[config.mk]
export PLATFORM = sky130hd
export DESIGN_NAME = riscv_writeback_arb
export DESIGN_NICKNAME = d
export VERILOG_FILES = /design/src/rtl/riscv_writeback_arb.sv
export SDC_FILE = /design/constraint.sdc
export NUM_CORES = 1
export LEC_CHECK = 0
export ABC_CLOCK_PERIOD_IN_PS = 3300
export CAP_MARGIN = 40
export CORE_ASPECT_RATIO = 1.25
export CORE_MARGIN = 4
export CORE_UTILIZATION = 52
export CTS_CLUSTER_SIZE = 10
export DETAILED_ROUTE_END_ITERATION = 16
export PLACE_DENSITY = 0.82
export SYNTH_ARGS = -nofsm -noshare
export SYNTH_HDL_FRONTEND = slang
export SYNTH_SLANG_ARGS = --single-unit
[constraint.sdc]
create_clock -name clk_i -period 3.3 [get_ports clk_i]
set_clock_uncertainty 0.1 [all_clocks]
set_input_delay 0.66 -clock clk_i [delete_from_list [all_inputs] [get_ports clk_i]]
set_output_delay 0.66 -clock clk_i [all_outputs]
set_load 0.03 [all_outputs]
[src/rtl/riscv_writeback_arb.sv]
// Register-file write-port arbiter: exec > LSU FIFO head > mul/div,
// one registered write per cycle plus a pending-write mask.
module riscv_writeback_arb #(
  parameter int FIFO_DEPTH = 4,
  parameter int FIFO_AW    = 2
) (
  input  logic               clk_i,
  input  logic               rst_i,
  input  logic               exec_valid_i,
  input  logic [4:0]         exec_rd_i,
  input  logic [31:0]        exec_value_i,
  input  logic               lsu_valid_i,
  input  logic [4:0]         lsu_rd_i,
  input  logic [31:0]        lsu_value_i,
  output logic               lsu_ready_o,
  input  logic               muldiv_valid_i,
  input  logic [4:0]         muldiv_rd_i,
  input  logic [31:0]        muldiv_value_i,
  output logic               muldiv_ready_o,
  output logic [4:0]         rd0_o,
  output logic [31:0]        rd0_value_o,
  output logic [31:0]        pending_o,
  output logic [FIFO_AW:0]   fifo_level_o
);

  localparam logic [FIFO_AW:0] DEPTH_C = (FIFO_AW+1)'(FIFO_DEPTH);

  logic [4:0]         rd0_q, rd0_d;
  logic [31:0]        val0_q, val0_d;
  logic [FIFO_AW-1:0] wptr_q, wptr_d;
  logic [FIFO_AW-1:0] rptr_q, rptr_d;
  logic [FIFO_AW:0]   cnt_q, cnt_d;
  logic [4:0]         frd_q  [FIFO_DEPTH];
  logic [31:0]        fval_q [FIFO_DEPTH];

  logic full, empty, push, pop, mul_take;
  logic [FIFO_AW-1:0] off;
  logic [31:0]        pend;

  always_comb begin
    full           = (cnt_q == DEPTH_C);
    empty          = (cnt_q == '0);
    lsu_ready_o    = rst_i & ~full;
    muldiv_ready_o = rst_i & ~exec_valid_i & empty;
    push           = lsu_valid_i & lsu_ready_o & (lsu_rd_i != '0);
    pop            = ~exec_valid_i & ~empty;
    mul_take       = muldiv_valid_i & muldiv_ready_o;
  end

  // Arms are mutually exclusive: pop and mul_take both need !exec,
  // and mul_take additionally needs an empty FIFO.
  always_comb begin
    rd0_d  = '0;
    val0_d = '0;
    unique case (1'b1)
      exec_valid_i: begin
        rd0_d  = exec_rd_i;
        val0_d = (exec_rd_i != '0) ? exec_value_i : '0;
      end
      pop: begin
        rd0_d  = frd_q[rptr_q];
        val0_d = fval_q[rptr_q];
      end
      mul_take: begin
        rd0_d  = muldiv_rd_i;
        val0_d = (muldiv_rd_i != '0) ? muldiv_value_i : '0;
      end
      default: ;
    endcase
  end

  always_comb begin
    wptr_d = push ? wptr_q + 1'b1 : wptr_q;
    rptr_d = pop  ? rptr_q + 1'b1 : rptr_q;
    cnt_d  = cnt_q;
    if (push && !pop) cnt_d = cnt_q + 1'b1;
    if (pop && !push) cnt_d = cnt_q - 1'b1;
  end

  always_ff @(posedge clk_i or negedge rst_i) begin
    if (!rst_i) begin
      rd0_q  <= '0;
      val0_q <= '0;
      wptr_q <= '0;
      rptr_q <= '0;
      cnt_q  <= '0;
    end else begin
      rd0_q  <= rd0_d;
      val0_q <= val0_d;
      wptr_q <= wptr_d;
      rptr_q <= rptr_d;
      cnt_q  <= cnt_d;
    end
  end

  // Entry storage needs no reset; validity comes from rptr/count.
  always_ff @(posedge clk_i) begin
    if (push) begin
      frd_q[wptr_q]  <= lsu_rd_i;
      fval_q[wptr_q] <= lsu_value_i;
    end
  end

  always_comb begin
    pend = '0;
    off  = '0;
    for (int i = 0; i < FIFO_DEPTH; i++) begin
      off = FIFO_AW'(i) - rptr_q;
      if ({1'b0, off} < cnt_q) pend[frd_q[i]] = 1'b1;
    end
    pend[rd0_q] = 1'b1;
    pend[0]     = 1'b0;
  end

  assign pending_o    = pend;
  assign rd0_o        = rd0_q;
  assign rd0_value_o  = val0_q;
  assign fifo_level_o = cnt_q;

endmodule

==> impl_metrics.ini, run 1 <==
[logic_synthesis]
syn_inst = 630
seq_area_frac_synth_pct = 60.3
synth_edf_count = 148
yosys_warnings = 0
ys_seq_elements = 192
synthDistinctLibCells = 61
syn-cell-area_mm2 = 0.00919
syn-num-nets = 756
async_reset_ff_share_pct = 22.9
ys.flop_type = edfxtp_1
syn_avg_cell_area_um2 = 14.6

[floorplanning]
die_h_um = 157
placementRows = 54
start_util_pct = 52.7
die_w_um = 127
io_pins = 190
die_area_mm2 = 0.0199
coreArea_mm2 = 0.0174

[critical_path]
crit_path_max_fanout = 7
crit_path_max_incr_delay_ns = 0.45
crit_path_start = rptr_q[1]$_DFFE_PN0P_
r2r_start = rptr_q[0]$_DFFE_PN0P_
r2r_end = rd0_value_o[26]$_DFF_PN0_
cpLargestDelayFamily = buffers and inverters
regToRegSetupSlack_ns = 0.84
crit_buf_inv = 5
cp-end-kind = output port
required_ns = 2.54
path_depth = 10
start_kind = flop
cp-endpoint = pending_o[20]
crit_path_cell_trace = inv_1, ha_4, a211oi_4, buf_6, nor4_4, buf_4, buf_4, a22oi_2, nand4_1, buf_6
slowest_stage = dfrtp_2
r2r_cells = 5
crit_type = reg2out
cp.arrival_ns = 2.57

[timing]
worst_pin_slew_ns = 0.910
layout_min_cycle_time_ns = 3.33
rsz0062_at_grt = yes
hold_viol_final = 0
fin_crit_sh_pct = 101
final-max-slew-violation-count = 0
layout_setup_ws_ns = -0.0317
finalSetupViolations = 1
slew-limit-headroom_pct = 39.2
fmax_mhz = 300

[place]
dp_slack_ns = 0.189
portBuffers = 188
gp_congestion = 0.974
dpl.hpwl_um = 21500

[outcome]
violations = setup timing
run_status = finished with violations

[cts]
htree_num_levels = 4
cts_hold_buf = 0
cts_root_buf = clkbuf_16
numCtsBuffers = 17
worstSkewPairLatency_ns = 0.43
clock_path_buffers = 2
clkTransAtPathRegs_ns = 0.08
tritoncts = built
cts.sinks = 192

[drt]
drtAntennaViolNets = 0
vias_per_cell = 6.43
routed_wl_um = 29300
drt_iter0_markers = 647
vias = 6912
drc_errors = 0
drt_first_pass_iters = 5
wl_per_cell_um = 27.2

[global_route]
grt_pass1_vias = 7176
globalRoute.totalOverflow = 0
grt_pass1_wl_um = 43600
antenna_found_initial = 0
track_usage_pct = 29.5
grt_max_degree = 46

[power_and_ir_drop]
total_power_w = 0.00991
powerDensity_mw_per_mm2 = 791
ir_worst_vdd_v = 0.000647
leakage_nw = 4.66

[cells_and_area]
area_delta_synth_final_pct = 36.2
drive_above_1_share_pct = 26.2
final_common_cell = clkdlybuf4s50_1
utilization_pct = 71.8
layout.nets = 964
diodes = 0
layout_common_cells = clkdlybuf4s50_1 (156), edfxtp_1 (148), buf_4 (46), dfrtp_1 (42), mux4_2 (37)

[job]
cap_violations = 0

[hold_path]
min_path_type = in2async
[flip-flops by register name, summed over array words and instances, names as in the netlist]
name	flops
fifo_level_o	3
frd_q	20
fval_q	128
rd0_o	5
rd0_value_o	32
rptr_q	2
wptr_q	2
[report_power, final]
part | internal, W | switching [W]
Clock | 0.00113 | 0.00104
Sequential | 0.00301 | 0.000239
Combinational | 0.00193 | 0.00256
[layer usage]
| layer | track usage, % | part of all wire, % | vias to the layer above |
|---|---|---|---|
| met4 | 14.5 | 4.6 | 0 |
| met1 | 34.8 | 35 | 3458 |
| met3 | 5.50 | 7.3 | 65 |
| li1 | - | - | 2960 |
| met2 | 52.1 | 53 | 429 |
| met5 | 0 | 0 | - |
[worst reg2reg max path, delay by kind of cell, from the launching register on]
kind / cells / cell delay (ns)
buffers and inverters: 2 / 0.82
multiplexers: 1 / 0.65
AO/OA/AOI/OAI: 2 / 0.38
flip-flops: 1 / 0.39
[worst min path at each step]
stage / from / end
floorplan: rst_i / fifo_level_o[0]$_DFFE_PN0P_
global placement: wptr_q[1]$_DFFE_PN0P_ / wptr_q[1]$_DFFE_PN0P_
detailed placement: wptr_q[1]$_DFFE_PN0P_ / wptr_q[1]$_DFFE_PN0P_
CTS: rst_i / rd0_value_o[12]$_DFF_PN0_
global route: rst_i / rd0_value_o[16]$_DFF_PN0_
finish: rst_i / rd0_value_o[29]$_DFF_PN0_
[layout make-up]
class / count / area (um2)
fillers: 1102 / 4910
repair buffers: 230 / 2240
clock buffers: 17 / 425
clock inverters: 15 / 223
well taps: 224 / 280
inverters: 17 / 63.8
flip-flops and latches: 192 / 5550
multi-input cells: 380 / 3730
[metrics by stage]
step	area, um2	setup TNS (ns)	hold WS, ns	instances
floorplan	9190	0	0.264	630
global placement	11300	0	0.445	1032
detailed placement	11400	0	0.470	1037
CTS	12200	-0.228	0.239	1071
global route	12500	-0.657	0.266	1075
finish	12500	-0.0317	0.236	1075
[cell families after synthesis]
| logic type | synth area share (%) |
|---|---|
| flops | 60.3 |
| simple gates | 10.4 |
| compound gates | 14.9 |
| buf+inv | 2.98 |
| mux | 9.30 |
| fa+ha+maj | 1.44 |
| xor+xnor | 0.667 |
| other cells | 0.0408 |
[cells in the mapped netlist (12+ instances only)]
cell type / instances / area, um2
a21o_1: 32 / 240
a22o_1: 30 / 263
a22oi_1: 42 / 315
buf_2: 15 / 75.1
clkbuf_1: 15 / 56.3
dfrtp_1: 44 / 1100
edfxtp_1: 148 / 4440
inv_1: 17 / 63.8
mux4_2: 37 / 833
nand2_1: 31 / 116
nand3_1: 41 / 205
nand4_1: 12 / 75.1
nor2_1: 18 / 67.6
nor2b_1: 16 / 100
[timing repair]
action                     4_1_cts  5_1_grt
pin swaps                        6       17
cloned                           0        0
setup endpoints to repair       31       31
setup buffers                    2        5
resized for setup               24       59
(Power assumes the default switching activity.)
==> inputs of run 2 (changes only) <==
Settings changed: ABC_AREA from default to 1, CORE_UTILIZATION 52 to 53.
==> impl_metrics.ini, run 2 <==
[outcome]
run_status = complete, no violations

[critical_path]
r2r_cells = 11
cp-end-kind = output port
start_kind = flop
slowest_stage = dfrtp_1
crit_path_start = fifo_level_o[1]$_DFFE_PN0P_
r2r_start = fifo_level_o[0]$_DFFE_PN0P_
r2r_end = fifo_level_o[2]$_DFFE_PN0P_
cp.arrival_ns = 2.44
regToRegSetupSlack_ns = 0.88
crit_path_max_fanout = 8
cp-endpoint = pending_o[1]
crit_path_max_incr_delay_ns = 0.37
crit_path_cell_trace = bufinv_8, ha_1, nand3_1, nand2_2, buf_4, nor2_1, nor2_1, nand3_1, buf_4
crit_type = reg2out
required_ns = 2.54

[cells_and_area]
layout.nets = 1451
final_common_cell = nand3_1
area_delta_synth_final_pct = 30.5
nFillCells = 1362
diodes = 0
top_register = fval_q
drive_above_1_share_pct = 10.8
layout_common_cells = nand3_1 (315), nor2_1 (237), nand2_1 (168), clkdlybuf4s50_1 (154), edfxtp_1 (148)
largest_reg_flops = 128

[cts]
numCtsBuffers = 17
htree_num_levels = 4
worstSkewPairLatency_ns = 0.44
cts_root_buf = clkbuf_16
clkTransAtPathRegs_ns = 0.08
cts.sinks = 192
tritoncts = built
clock_path_buffers = 2

[timing]
slew-limit-headroom_pct = 49.6
fmax_mhz = 313
hold_viol_final = 0
layout_min_cycle_time_ns = 3.20
fin_crit_sh_pct = 96.9
rsz0062_at_grt = yes
finalSetupViolations = 0
final-max-slew-violation-count = 0
fin_setup_tns_ns = 0
worst_pin_slew_ns = 0.756

[power_and_ir_drop]
leakage_nw = 5.09
total_power_w = 0.0102
powerDensity_mw_per_mm2 = 791
ir_worst_vdd_v = 0.000503

[logic_synthesis]
seq_area_frac_synth_pct = 56.4
syn_inst = 1119
syn-cell-area_mm2 = 0.00983
synthDistinctLibCells = 34
synth_edf_count = 148
synthDominantCellAreaShare_pct = 45.2
synth.area.top_cells = edfxtp_1 (45%), nand3_1 (16%), dfrtp_1 (11%)
syn_avg_cell_area_um2 = 8.79
ys.flop_type = edfxtp_1
syn-num-nets = 1245
ys_seq_elements = 192
synth_common_cells = nand3_1 (315), nor2_1 (242), nand2_1 (171)
async_reset_ff_share_pct = 22.9
synth_area_leader_cell = edfxtp_1
yosys_warnings = 0
yosysMostFrequentCell = nand3_1

[drt]
wl_per_cell_um = 20.5
routed_wl_um = 32100
drt_first_pass_iters = 8
drtAntennaViolNets = 0
vias = 9311
drc_errors = 0
vias_per_cell = 5.95
drt_iter0_markers = 1039

[global_route]
track_usage_pct = 30.2
globalRoute.totalOverflow = 0
grt_max_degree = 67
antenna_found_initial = 1
grt_pass1_vias = 8963
grt_pass1_wl_um = 48300

[floorplanning]
placementRows = 55
io_pins = 190
die_h_um = 160
die_area_mm2 = 0.0208
start_util_pct = 54.1
die_w_um = 130
coreArea_mm2 = 0.0182

[job]
cap_violations = 0

[place]
dpl.hpwl_um = 22100
gp_congestion = 0.990
portBuffers = 188

[hold_path]
min_path_type = reg2reg
[run 2: changes by cell type in the layout (fill, tap and decap cells not counted), sizes merged, moves of 9 or more]
cell / delta
nand3: +276
nor2: +227
nand2: +146
a22oi: -42
inv: +39
mux4: -37
a21o: -32
a22o: -32
nand4: +21
clkbuf: +20
nor2b: -19
a2111oi: -10
nand2b: -9
[run 2: worst min path at each step]
stage	startpoint	cells after the start	to
2_1_floorplan	rst_i	0	fifo_level_o[0]$_DFFE_PN0P_
3_3_place_gp	rst_i	1	rd0_value_o[23]$_DFF_PN0_
3_5_place_dp	rst_i	1	rd0_value_o[23]$_DFF_PN0_
4_1_cts	fval_q[2][12]$_DFFE_PP_	4	rd0_value_o[12]$_DFF_PN0_
5_1_grt	fval_q[2][12]$_DFFE_PP_	4	rd0_value_o[12]$_DFF_PN0_
6_report	fval_q[2][12]$_DFFE_PP_	4	rd0_value_o[12]$_DFF_PN0_
[run 2: per-stage QoR]
stage	cell area, um2	hold WS (ns)	worst slack [ns]	utilization (%)	cells
finish	12800	0.468	0.103	70.6	1566
floorplan	9830	0.264	-0.212	-	1119
global route	12800	0.499	-0.0220	70.6	1566
detailed placement	12200	0.436	0.151	67.3	1529
global placement	12200	0.428	0.165	67.1	1528
CTS	12800	0.474	-0.00405	70.7	1562
[run 2: final cells by class]
cell class	count	area (um2)	area share (%)
flip-flops and latches	192	5550	43.2
multi-input cells	815	3860	30.1
repair buffers	242	2300	17.9
clock buffers	17	425	3.32
well taps	228	285	2.22
inverters	57	230	1.79
clock inverters	15	183	1.42
[run 2: metal layers]
metal	routed length, um	GRT usage [%]	up-vias
met2	16400	52.4	633
met3	2860	4.95	135
li1	-	-	4262
met5	7	0	-
met4	1940	16.4	2
met1	10800	35.1	4279
[run 2: repair_timing]
| item | 4_1_cts | 5_1_grt |
|---|---|---|
| endpoints found under the hold margin | 7 | 0 |
| hold buffers | 1 | 0 |
| gates resized for setup | 37 | 54 |
| setup endpoints to repair | 24 | 29 |
| setup buffers | 0 | 0 |
| cloned | 0 | 4 |
| pin swaps | 0 | 3 |
[run 2: kinds of logic (layout without fill, tap and decap cells)]
group	after synthesis	count (layout)	synth area share [%]
simple gates	787	790	35.8
flops	192	192	56.4
buf+inv	115	331	5.41
compound gates	11	11	0.725
fa+ha+maj	10	10	1.35
xor+xnor	3	3	0.267
other cells	1	1	0.0381
[run 2: critical path, delay by kind of cell (launching register included)]
kind	cells	cell delay (ns)
simple gates	5	0.71
buf+inv	3	0.59
flops	1	0.37
fa+ha+maj	1	0.32
[run 2: power by group]
part | switching, W | leakage [nW] | internal, W
Sequential | 0.000207 | 1.88 | 0.00301
Combinational | 0.00325 | 2.91 | 0.00162
Clock | 0.00103 | 0.297 | 0.00104
